===== config.mk =====
export PLATFORM = sky130hd
export DESIGN_NAME = dla_degroup_seq
export DESIGN_NICKNAME = d
export VERILOG_FILES = /design/src/rtl/dla_common_pkg.sv /design/src/rtl/dla_degroup_seq_pkg.sv /design/src/rtl/dla_group_skew_line.sv /design/src/rtl/dla_degroup_seq.sv
export SDC_FILE = /design/constraint.sdc
export NUM_CORES = 1
export LEC_CHECK = 0
export BUFFER_PORTS_ARGS = -buffer_cell sky130_fd_sc_hd__buf_2
export CAP_MARGIN = 5
export CELL_PAD_IN_SITES_DETAIL_PLACEMENT = 1
export CELL_PAD_IN_SITES_GLOBAL_PLACEMENT = 1
export CORE_MARGIN = 2
export CORE_UTILIZATION = 38
export CTS_CLUSTER_DIAMETER = 40
export DETAILED_ROUTE_END_ITERATION = 8
export GPL_TIMING_DRIVEN = 0
export PLACE_DENSITY_LB_ADDON = 0.3
export REMOVE_ABC_BUFFERS = 1
export SYNTH_ARGS = -nofsm -noshare
export SYNTH_HDL_FRONTEND = slang
export SYNTH_SLANG_ARGS = --single-unit

===== constraint.sdc =====
create_clock -name clk -period 2.2 [get_ports clk]
set_clock_uncertainty 0.15 [all_clocks]
set_input_delay 0.55 -clock clk [delete_from_list [all_inputs] [get_ports clk]]
set_output_delay 0.55 -clock clk [all_outputs]
set_load 0.01 [all_outputs]

===== src/rtl/dla_common_pkg.sv =====
// dla_common_pkg: shared helpers for the dla blocks.
package dla_common_pkg;

    function automatic int clog2(input int n);
        int r;
        r = 0;
        while ((1 << r) < n) r++;
        return r;
    endfunction

endpackage


===== src/rtl/dla_degroup_seq_pkg.sv =====
// dla_degroup_seq_pkg: sequencer state encoding and skew-line sizing.
package dla_degroup_seq_pkg;

    typedef enum logic [1:0] {IDLE, RUN, DRAIN} state_e;

    // Stage 0 is group 0; the last group sits (GROUP_NUM-1)*GROUP_DELAY stages further down.
    function automatic int skew_depth(input int group_num, input int group_delay);
        return 1 + (group_num - 1) * group_delay;
    endfunction

endpackage


===== src/rtl/dla_group_skew_line.sv =====
// dla_group_skew_line: resettable shift line turning one accept into staggered per-group write pulses.
module dla_group_skew_line
    import dla_degroup_seq_pkg::*;
#(
    parameter int GROUP_NUM   = 4,
    parameter int GROUP_DELAY = 2
) (
    input  logic                 clk,
    input  logic                 i_aresetn,
    input  logic                 i_push,
    output logic [GROUP_NUM-1:0] o_group_valid,
    output logic                 o_empty,
    output logic                 o_last
);

    localparam int DEPTH = skew_depth(GROUP_NUM, GROUP_DELAY);

    logic [DEPTH-1:0] stage_q;

    always_ff @(posedge clk or negedge i_aresetn) begin
        if (!i_aresetn) stage_q <= '0;
        else            stage_q <= (stage_q << 1) | DEPTH'(i_push);
    end

    for (genvar g = 0; g < GROUP_NUM; g++) begin : g_tap
        assign o_group_valid[g] = stage_q[g*GROUP_DELAY];
    end

    assign o_empty = ~|stage_q;
    // Only the final stage may still be set, so the line empties on the next edge when nothing is pushed.
    assign o_last  = ~|(stage_q << 1);

endmodule


===== src/rtl/dla_degroup_seq.sv =====
// dla_degroup_seq: burst sequencer admitting source transactions against downstream FIFO credits
// and issuing skewed per-group FIFO writes.
module dla_degroup_seq
    import dla_common_pkg::*;
    import dla_degroup_seq_pkg::*;
#(
    parameter int GROUP_NUM   = 4,
    parameter int GROUP_DELAY = 2,
    parameter int CREDITS     = GROUP_NUM * GROUP_DELAY + 3,
    parameter int COUNT_WIDTH = 16
) (
    input  logic                             clk,
    input  logic                             i_aresetn,
    input  logic                             i_cfg_valid,
    output logic                             o_cfg_ready,
    input  logic [COUNT_WIDTH-1:0]           i_cfg_count,
    input  logic                             i_src_valid,
    output logic                             o_src_ready,
    output logic [GROUP_NUM-1:0]             o_group_valid,
    input  logic                             i_credit_return,
    output logic [clog2(CREDITS+1)-1:0]      o_outstanding,
    output logic                             o_busy,
    output logic                             o_done
);

    localparam int CW = clog2(CREDITS + 1);
    localparam logic [CW-1:0] FULL = CW'(CREDITS);

    state_e                 state_q;
    logic [CW-1:0]          credits_q, credits_d, outstanding_q;
    logic [COUNT_WIDTH-1:0] remaining_q;
    logic                   done_q, accept, skew_empty, skew_last;

    assign o_cfg_ready   = state_q == IDLE;
    assign o_src_ready   = state_q == RUN && credits_q != '0;
    assign accept        = i_src_valid && o_src_ready;
    assign o_busy        = state_q != IDLE;
    assign o_done        = done_q;
    assign o_outstanding = outstanding_q;

    // Credits are taken at accept so entries still travelling the skew line stay reserved.
    always_comb
        credits_d = (accept && !i_credit_return) ? credits_q - CW'(1) :
                    (i_credit_return && !accept && credits_q != FULL) ? credits_q + CW'(1) : credits_q;

    always_ff @(posedge clk or negedge i_aresetn) begin
        if (!i_aresetn) begin
            state_q       <= IDLE;
            credits_q     <= FULL;
            outstanding_q <= '0;
            remaining_q   <= '0;
            done_q        <= 1'b0;
        end else begin
            credits_q     <= credits_d;
            outstanding_q <= FULL - credits_d;
            done_q        <= 1'b0;
            case (state_q)
                IDLE: if (i_cfg_valid) begin
                    if (i_cfg_count == '0) done_q <= 1'b1;
                    else begin
                        remaining_q <= i_cfg_count;
                        state_q     <= RUN;
                    end
                end
                RUN: if (accept) begin
                    remaining_q <= remaining_q - COUNT_WIDTH'(1);
                    if (remaining_q == COUNT_WIDTH'(1)) state_q <= DRAIN;
                end
                DRAIN: if (skew_last) begin
                    done_q  <= 1'b1;
                    state_q <= IDLE;
                end
                default: state_q <= IDLE;
            endcase
        end
    end

    dla_group_skew_line #(
        .GROUP_NUM  (GROUP_NUM),
        .GROUP_DELAY(GROUP_DELAY)
    ) u_skew (
        .clk          (clk),
        .i_aresetn    (i_aresetn),
        .i_push       (accept),
        .o_group_valid(o_group_valid),
        .o_empty      (skew_empty),
        .o_last       (skew_last)
    );

    always @(posedge clk) begin
        if (i_aresetn) begin
            assert (!(i_credit_return && !accept && credits_q == FULL))
                else $error("credit return with all credits already held");
            assert (state_q != IDLE || skew_empty)
                else $error("group writes still in flight while idle");
        end
    end

endmodule


# Word-level counts from Yosys, hierarchy flattened
# Cells that the tools add are included.
word_totals:
  mem_count: 0
  register_bits: 34
  ramBits: 0
  output_inout_bits: 12
  mem_bits_ro: 0
  latch_bits: 0
op_classes:
  div: 0
  bitwise_logic: 1
  add_sub_neg: 4
  mul: 0
  eq_ne: 9
  n_mux: 16
  n_shift: 0
  reduce_logical: 15
  magnitude_cmp: 0
ops:
  columns: ["operator", "n"]
  rows:
  - ["16-bit two-way mux", 3]
  - ["16-bit case mux with 2 select lines", 1]
  - ["16-bit by 1-bit == test with 1-bit output (second input constant)", 1]
  - ["16-bit zero test", 1]
  - ["16-bit by 1-bit subtractor with 16-bit output (second input constant)", 1]
  - ["2-bit two-way mux", 5]
  - ["4-bit two-way mux", 2]
  - ["2-bit != test (second input constant)", 4]
  - ["7-bit by 1-bit bitwise OR with 7-bit output", 1]
  - ["2-bit case mux with 3 select lines", 1]
  - ["6-bit OR reduction", 1]
  - ["1-bit logical AND", 5]
  - ["5-bit AND reduction", 1]
  - ["4-bit by 1-bit adder with 4-bit output (second input constant)", 1]
  - ["4-bit != test (second input constant)", 1]
  - ["4-bit AND reduction", 1]
  - ["2-bit nonzero test", 2]
  - ["4-bit nonzero test", 1]
  - ["4-bit by 1-bit subtractor with 4-bit output (second input constant)", 1]
  - ["4-bit subtractor (first input constant)", 1]
  - ["1-bit two-way mux", 3]
  - ["2-bit by 1-bit == test with 1-bit output (second input constant)", 1]
  - ["2-bit == test (second input constant)", 1]
  - ["1-bit zero test", 2]
  - ["3 further kinds", 3]

# Logic depth before layout (Yosys ltp)
# Gate-level depths: netlist (run 1).
logic_depth:
  word_depth: 9
  mapped_depth: 9
  ltp_nobuf: 8

# Cells and area by module
# From an unflattened synthesis (run 1), not the netlist that was laid out.
hier_totals:
  hier_cells: 198
  hier_area_um2: 1908.1
modules_own_cells:
  columns: ["module", "area_per_inst_um2", "n_inst", "cells_each"]
  rows:
  - ["dla_degroup_seq", 1669.1, 1, 184]
  - ["dla_group_skew_line", 239.0, 1, 14]

# Worst setup path after synthesis (run 1)
# OpenSTA, ideal clock, no wires.
synth_path:
  path_kind: "reg-to-reg"
  startpoint: "register credits_q[0]"
  endpoint: "register state_q[0]"
  slack_ps: 62
  n_path_buf: 0
  synth_period_minus_slack_ps: 2138
  t_required_ps: 1932
  t_arrival_ps: 1870
  stages_incl_launch_ff: 7
  cell_sequence: "dfstp_2 inv_1 ha_1 or3b_4 nand3_4 or4_4 a21o_1"
synth_between:
  elab_chain_len: 5
synth_rtl:
  columns: ["element", "line_no", "text"]
  rows:
  - ["from (decl)", "dla_degroup_seq.sv:30", "logic [CW-1:0] credits_q, credits_d, outstanding_q;"]
  - ["from (signal assigned)", "dla_degroup_seq.sv:54", "credits_q <= credits_d;"]
  - ["4-bit nonzero test", "dla_degroup_seq.sv:35", "assign o_src_ready = state_q == RUN && credits_q != '0;"]
  - ["1-bit logical AND", "dla_degroup_seq.sv:35", null]
  - ["1-bit logical AND", "dla_degroup_seq.sv:36", "assign accept = i_src_valid && o_src_ready;"]
  - ["2-bit != test (no source line)", null, null]
  - ["5-bit AND reduction (no source line)", null, null]
  - ["to (signal assigned)", "dla_degroup_seq.sv:48", "state_q <= IDLE;"]
  - ["to (signal assigned)", "dla_degroup_seq.sv:62", "state_q <= RUN;"]
  - ["to (signal assigned)", "dla_degroup_seq.sv:67", "if (remaining_q == COUNT_WIDTH'(1)) state_q <= DRAIN;"]
  - ["to (decl)", "dla_degroup_seq.sv:29", "state_e state_q;"]
# No other way between the ends.
# A chain may end at the register's enable or synchronous reset.

==> results of run 1 <==
worst paths after layout:
path,startpoint,to,cells past startpoint
setup reg to reg,remaining_q[10],state_q[0],4
max in group asynchronous,i_aresetn,remaining_q[0],1
min in group clk,u_skew.stage_q[1],u_skew.stage_q[2],0
setup / recovery,flop,o_src_ready,5
hold reg to reg,u_skew.stage_q[1],u_skew.stage_q[2],0
hold / removal,i_aresetn,u_skew.stage_q[6],1
state kept, by name, summed over array words and instances, names as in the netlist, named ones only:
register	count
remaining_q	16
u_skew.stage_q	7
credits_q	2
o_outstanding	4
state_q	2
o_done	1
worst max-delay path: cells and delay by family (launching register included):
kind                       cells  cell delay (ns)
and+or+nand+nor                2             0.54
DFF                            1             0.38
buffers and inverters          2             0.17
adders and majority gates      1             0.12
cell usage in the layout (no fill, tap or decap), types with 2 or more instances in the layout:
| master | n |
|---|---|
| or4_1 | 2 |
| dfrtp_1 | 29 |
| buf_4 | 10 |
| o32ai_1 | 3 |
| o22a_1 | 2 |
| nand2_1 | 14 |
| inv_1 | 4 |
| nand3b_1 | 2 |
| buf_2 | 31 |
| a31oi_1 | 4 |
| dfstp_2 | 3 |
| nor2_1 | 15 |
| nand3_1 | 8 |
| o211ai_1 | 2 |
| a22oi_1 | 3 |
| xnor2_1 | 3 |
| clkbuf_8 | 5 |
| or4_4 | 2 |
| mux2i_1 | 2 |
| o21ai_0 | 16 |
| nand4_1 | 3 |
| nor3_1 | 5 |
| inv_2 | 2 |
| o21ai_1 | 4 |
| buf_6 | 2 |
| a21oi_1 | 17 |
| nor4_1 | 5 |
| ha_1 | 2 |
cell type report:
cell class,instances,share of cell area
Clock inverter,2,0.01525
Multi-Input combinational cell,146,0.4319
Inverter,7,0.01362
Clock buffer,6,0.03159
Sequential cell,33,0.3617
Tap cell,54,0.02941
Timing Repair Buffer,44,0.1166
cell families after synthesis:
logic type,after synthesis,share of synthesized area
compound gates,59,0.1913
xor+xnor,4,0.01900
fa+ha+maj,4,0.02714
buf+inv,21,0.05631
flops,33,0.4498
mux,4,0.02239
simple gates,75,0.2341
power breakdown:
group,switching [mW],leakage (nW),internal [mW]
combinational,0.586,0.527,0.554
clock,0.242,0.0552,0.336
sequential,0.283,0.385,0.867
total,1.11,0.967,1.76
repair_timing:
action	CTS	global route
hold endpoints to repair	0	0
buffers inserted	9	2
setup endpoints to repair	19	6
resized for setup	9	13
pin swaps	1	3
gates cloned	0	0
layer usage:
layer	vias up	track usage
li1	805	-
met1	846	0.2470
met2	29	0.3373
met3	7	0.04115
met4	0	0.06667
met5	-	0
metrics by stage:
step,util,cells,setup TNS [ns],cell area (µm²)
after global routing,0.4896,292,-0.04873,2297
after CTS,0.4744,290,-0.005851,2226
after detailed placement,0.4293,273,-4.369,2014
after global placement,0.4256,272,-19.72,1997
final,0.4896,292,-0.008206,2297
after floorplan,-,186,-3.912,1769
==> results.md, run 1 <==
* First-pass DRT Iterations at 4
* RSZ-0062 raised after global routing: yes
* Total gr overflow at 0
* Slowest stage delay, CP at 0.39 ns
* Final worst slack at -0.008206 ns
* Worst Path Required at 1.50 ns
* Width of the die at 73.67 µm
* Static leakage at 0.9673 nW
* Async SR Flop Fraction at 1.000
* Initial DRC count at 74
* Synth Warn # at 0
* Fin. Hold Viols at 0
* Largest cells by area after synthesis: dfrtp_1 41%, a21oi_1 4.6%, o21ai_0 4.3%, dfstp_2 4.3%, nor2_1 3.3%
* Multi-input logic area at 992.2 µm²
* Io pins at 33
* Fmax at 452.9 MHz
* Post-DP HPWL at 3215 µm
* Core ar. at 0.004692 mm²
* Post-synthesis register bit count at 33
* Hold WS at 0.1731 ns
* CTS Hold Bufs at 0
* Ys flop type: dfrtp_1
* Pwr Total at 2.869 mW
* Initial cell density of the core at 0.3931
* Pre-CTS setup slack at -0.3906 ns
* Startpoint class of the critical path: flop
* Final setup viols at 1
* Routed WL at 4794 µm
* Row count at 25
* CTS Buffer Depth at 2
* Clock Tree Root: clkbuf_8
* Vias in the first global route at 1736
* DR WL met3 at 172 µm
* Synth area leader: dfrtp_1
* Register area at 830.8 µm²
* DIE HEIGHT at 73.67 µm
* Share of the synthesized area in the top cell type at 0.4071
* Post-synthesis area per instance at 9.221 µm²
* Final Max Slew Viols at 0
* DRC violations left at 0
* Max-cap viol count at 0
* Antenna violations before repair at 0
* Maximum vdd ir drop at 0.4921 mV
* Die ar. at 0.005427 mm²
* CP Capture Type: primary output
* CTS tree: yes
* Arr. time, crit path at 1.51 ns
* Met1 wire length at 2211 µm
* Avg Vias per Cell at 5.777
* Skew-Pair Late Insertion Delay at 0.29 ns
* I/O Buffers at 32
* Post-layout minimum cycle time at 2.208 ns
* Worst setup path category: flop to primary output
* Power per Cell Area at 1249 mW/mm²
* Met2 WL at 2339 µm
* Cell at the slowest stage of the critical path: or3b_4
* DR WL/cell at 16.42 µm
* Seq/Total Area, Yosys at 0.4498
* Outcome: finished with violations
* RD Place Congestion at 0.7675
* Crit path cell chain: inv_2 > ha_4 > or3b_4 > and2_4 > buf_6
* Violated checks: setup timing
* First-pass GRT wire length at 8066 µm
* Slew HR at 0.4040
* Largest net degree at the start of global routing at 34
* DR vias at 1687
* Clock-pin transition on the worst setup and hold timing paths at 0.08 ns
* Most common cell in the netlist: dfrtp_1
* Layout area overhead at 24.56%
* Final ANT Viol Nets at 0
* GRT Total Usage at 0.1975
* HP Class: primary input to async pin
* Fillcell total at 557
* Max Used Layer: met4
* Crit Path Max Fanout at 3
* Synth Instances at 200
* Clk sink count at 33
* # diodes at 0
* Reg2reg setup slack at 0.06 ns
* Share of cells above drive strength 1 at 0.3277
* Netlist cell types at 51
* Post-synth EDFFs at 0
* Synthesized area at 0.001844 mm²
* Worst slew pin tran at 0.8941 ns
* Commonest cells post-synth: 30 x dfrtp_1, 17 x a21oi_1, 16 x nor2_1, 16 x o21ai_0, 14 x nand2_1
* Tcrit/Tclk final at 1.004
* # nets final at 262
* Clock H-tree levels at 2
* CTS buffer count at 5
Note: power is estimated with default switching activity, not from simulation.
==> run 2, diff against run 1 <==
Settings changed: REMOVE_ABC_BUFFERS 1 to not set.
==> results.md, run 2 (same netlist as run 1, synthesis figures left out) <==
* Outcome: finished with violations
* Violated checks: setup timing
* Clock Tree Root: clkbuf_8
* Width of the die at 73.67 µm
* Post-layout minimum cycle time at 2.211 ns
* Final ANT Viol Nets at 0
* Routed WL at 5012 µm
* Layout area overhead at 24.42%
* Core ar. at 0.004692 mm²
* Max-cap viol count at 0
* Final Max Slew Viols at 0
* Most flops, register: remaining_q
* Startpoint class of the critical path: flop
* Slew HR at 0.5044
* Sw Pwr at 1.096 mW
* Comb pwr share at 0.426
* Max reg flops at 16
* Share of power burned in registers at 0.416
* Largest net degree at the start of global routing at 34
* I/O Buffers at 31
* RSZ-0062 raised after global routing: yes
* CTS Buffer Depth at 2
* Die ar. at 0.005427 mm²
* Most frequent cells in the layout: 31 x buf_2, 29 x dfrtp_1, 17 x a21oi_1, 16 x o21ai_0, 15 x nor2_1
* Arr. time, crit path at 1.51 ns
* Clk pwr share at 0.158
* Worst path top cell family by delay: simple AND/OR/NAND/NOR gates
* Worst Path Required at 1.50 ns
* Clock H-tree levels at 2
* Fmax at 452.3 MHz
* First-pass GRT wire length at 8245 µm
* Power per Cell Area at 1194 mW/mm²
* CTS Hold Bufs at 0
* Mapped Nets at 225
* GRT Total Usage at 0.1998
* Slowest stage delay, CP at 0.40 ns
* Post-DP HPWL at 3565 µm
* Maximum vdd ir drop at 0.5730 mV
* Vias in the first global route at 1713
* Row count at 25
* RD Place Congestion at 0.8602
* Worst slew pin tran at 0.7434 ns
* CP Capture Type: primary output
* # diodes at 0
* Worst setup path category: flop to primary output
* Crit Path Max Fanout at 3
* CTS tree: yes
* DP Cell Count at 285
* HP Class: primary input to async pin
* Layout Cells excl Fill at 300
* Antenna violations before repair at 0
* CTS buffer count at 5
* Switch share at 0.4001
* Io pins at 33
* Commonest non-fill, non-tap cell in the layout: buf_2
* Final setup viols at 1
* Clk sink count at 33
* Clock-pin transition on the worst setup and hold timing paths at 0.07 ns
* DR vias at 1679
* Pwr Total at 2.740 mW
* DRC violations left at 0
* DR WL/cell at 16.71 µm
* DIE HEIGHT at 73.67 µm
* Share of cells above drive strength 1 at 0.3293
* Final worst slack at -0.01108 ns
* Cell at the slowest stage of the critical path: or3b_4
* Initial DRC count at 91
* # nets final at 270
* Static leakage at 0.9691 nW
* Avg Vias per Cell at 5.597
* Crit path cell chain: inv_2 > ha_4 > or3b_4 > and2_4 > buf_6
* Fin. Hold Viols at 0
* Tcrit/Tclk final at 1.005
* Total gr overflow at 0
* Initial cell density of the core at 0.3931
* Skew-Pair Late Insertion Delay at 0.29 ns
* CP bufs+invs at 2
* First-pass DRT Iterations at 4
* Pint at 1.644 mW
==> run 2: cell count changes in the layout (fill, tap and decap cells not counted), sizes merged <==
cell	before	now
bufinv	1	0
buf	44	46
clkinv	1	2
clkbuf	6	12
==> run 2: layout make-up <==
type	instances	area [µm²]
clock inverter	2	10.01
clock buffer	6	72.57
tap	54	67.56
fill	579	2397
inverter	7	28.78
timing repair buffer	38	214.0
sequential	33	830.8
buffer	14	87.58
multi-input combinational	146	983.4
==> run 2: power by group through the flow <==
stage,logic (mW),registers [mW],clock network (mW)
final,1.17,1.14,0.433
after global routing,1.32,1.18,0.478
after CTS,1.09,1.12,0.447
after detailed placement,0.972,1.13,0
after global placement,0.946,1.12,0
after floorplan,0.707,1.08,0
==> run 2: what timing repair did <==
action,4_1_cts,5_1_grt
endpoints found under the setup margin,17,15
endpoints found under the hold margin,0,0
setup buffers,3,4
resized for setup,11,14
pin swaps,1,1
==> run 2: routing by layer <==
layer,track usage,part of all wire,vias up
li1,-,-,819
met2,0.3125,0.48,37
met4,0.06465,0.017,0
met1,0.2723,0.47,815
met3,0.04801,0.034,8
met5,0,0,-
==> run 2: stage by stage <==
step                      utilization  TNS (ns)  area [µm²]  hold slack, ns  setup WS [ns]
after detailed placement       0.4405    -3.865        2067          0.2186        -0.3593
after floorplan                     -         0        1844          0.1044        0.06235
after CTS                      0.4720  -0.01177        2215          0.2054       -0.01177
after global placement         0.4405    -3.884        2067          0.2089        -0.3580
after global routing           0.4891  -0.04788        2295          0.2340       -0.04605
final                          0.4891  -0.01108        2295          0.1760       -0.01108
==> run 2: path summary, 6_finish.rpt <==
kind | from | to | slack [ns] | depth (start not counted)
worst min register to register | u_skew.stage_q[5] | u_skew.stage_q[6] | 0.23 | 0
max in group asynchronous | i_aresetn | remaining_q[0] | 1.21 | 1
worst min-delay path | i_aresetn | remaining_q[4] | 0.18 | 1
min in group clk | u_skew.stage_q[5] | u_skew.stage_q[6] | 0.23 | 0
worst max register to register | credits_q[0] | state_q[0] | 0.06 | 6
worst max-delay path | credits_q[0] | o_src_ready | -0.01 | 5
==> run 3, diff against run 2 <==
Settings changed: CELL_PAD_IN_SITES_DETAIL_PLACEMENT 1 to not set, CELL_PAD_IN_SITES_GLOBAL_PLACEMENT 1 to not set, CORE_UTILIZATION 38 to 40, GPL_TIMING_DRIVEN 0 to not set.
Clock period 2.2 ns to 2.1 ns, I/O delays scaled along.
==> results.md, run 3 (same netlist as run 1, synthesis figures left out) <==
* DR vias at 1740
* CP Capture Type: primary output
* Clk sink count at 33
* Slew HR at 0.7169
* HP Class: primary input to async pin
* Hold WS at 0.1150 ns
* CTS buffer count at 5
* Most flops, register: remaining_q
* Met2 WL at 1950 µm
* Max Used Layer: met4
* GRT Total Usage at 0.1765
* Tcrit/Tclk final at 1.016
* DP Cell Count at 309
* Worst setup path category: flop to primary output
* CTS tree: yes
* DR WL met3 at 236 µm
* Total gr overflow at 0
* DRC violations left at 0
* # nets final at 293
* Power per Cell Area at 1207 mW/mm²
* Static leakage at 1.093 nW
* Vias in the first global route at 1560
* DIE HEIGHT at 71.90 µm
* Maximum vdd ir drop at 0.6652 mV
* Row count at 24
* Initial cell density of the core at 0.4207
* Outcome: finished with violations
* CTS Buffer Depth at 2
* Layout area overhead at 32.02%
* Final ANT Viol Nets at 0
* Die ar. at 0.005170 mm²
* Startpoint class of the critical path: flop
* Clock Tree Root: clkbuf_8
* Final worst slack at -0.03336 ns
* DR WL/cell at 13.20 µm
* Skew-Pair Late Insertion Delay at 0.28 ns
* Max-cap viol count at 0
* Final Max Slew Viols at 0
* First-pass GRT wire length at 7051 µm
* Worst slew pin tran at 0.4247 ns
* Fmax at 468.7 MHz
* First-pass DRT Iterations at 4
* Crit Path Max Fanout at 2
* Final setup viols at 1
* Violated checks: setup timing
* Fin. Hold Viols at 0
* Clock H-tree levels at 2
* Mapped Nets at 225
* Core ar. at 0.004384 mm²
* Worst Path Required at 1.42 ns
* Routed WL at 4236 µm
* Arr. time, crit path at 1.46 ns
* Largest net degree at the start of global routing at 34
* Share of cells above drive strength 1 at 0.3755
* RD Place Congestion at 0.8587
* Layout Cells excl Fill at 321
* Avg Vias per Cell at 5.421
* Initial DRC count at 152
* Most frequent cells in the layout: 43 x buf_4, 31 x buf_2, 30 x dfrtp_1, 17 x a21oi_1, 16 x nor2_1
* Max reg flops at 16
* I/O Buffers at 32
* Commonest non-fill, non-tap cell in the layout: buf_4
* Post-layout minimum cycle time at 2.133 ns
* Width of the die at 71.90 µm
* Io pins at 33
* Met1 wire length at 1979 µm
* Post-DP HPWL at 3174 µm
* Antenna violations before repair at 0
* Clock-pin transition on the worst setup and hold timing paths at 0.06 ns
* RSZ-0062 raised after global routing: yes
* # diodes at 0
## run 3: changes by cell type in the layout (fill, tap and decap cells not counted), sizes merged
cell,change
buf,+29
clkbuf,-4
clkinv,-2
## run 3: metal layers
metal  up-vias  track usage
met1       826       0.2420
met5         -            0
li1        868            -
met2        38       0.2706
met4         0      0.06289
met3         8      0.04722
## run 3: final timing paths
| path | startpoint | endpoint | slack (ns) | cells after the start |
|---|---|---|---|---|
| min in group clk | u_skew.stage_q[5] | u_skew.stage_q[6] | 0.23 | 0 |
| worst min-delay path | i_aresetn | u_skew.stage_q[6] | 0.12 | 2 |
| worst max register to register | credits_q[0] | o_outstanding[3] | 0.01 | 9 |
| worst min register to register | u_skew.stage_q[5] | u_skew.stage_q[6] | 0.23 | 0 |
| worst max-delay path | credits_q[0] | o_src_ready | -0.03 | 5 |
| max in group asynchronous | i_aresetn | credits_q[0] | 1.35 | 2 |
## run 3: per-stage QoR
stage / TNS [ns] / utilization / power [mW] / cell area (µm²) / setup WS, ns
after detailed placement: 0 / 0.5217 / 2.354 / 2287 / 0.03705
after global routing: -0.3378 / 0.5554 / 3.183 / 2435 / -0.09578
after global placement: 0 / 0.5217 / 2.331 / 2287 / 0.03974
final: -0.03336 / 0.5554 / 2.940 / 2435 / -0.03336
after floorplan: 0 / - / 1.869 / 1844 / 0.05119
after CTS: -0.05320 / 0.5485 / 2.898 / 2405 / -0.05320
## run 3: what timing repair did
item                                    in CTS  in global routing
endpoints found under the setup margin       1                  7
gates resized for setup                      4                  6
hold buffers                                 0                  0
buffers inserted                             2                  2
pin swaps                                    1                  4
## run 3: where the power goes
group	leakage, nW	switching, mW	total (mW)	internal [mW]
clock	0.0455	0.215	0.482	0.267
sequential	0.386	0.201	1.11	0.907
combinational	0.662	0.656	1.35	0.693
## run 3: layout make-up
class,instances,area [µm²]
clock buffer,8,90.09
fill,419,1949
inverter,7,28.78
multi-input combinational,146,932.1
sequential,33,829.5
tap,52,65.06
timing repair buffer,75,489.2
## run 3: worst max-delay path, stage by stage, from the launching register on
cell	delay [ns]
dfstp_2	0.37
inv_2	0.07
ha_4	0.12
or3b_4	0.37
and2_4	0.15
buf_6	0.11
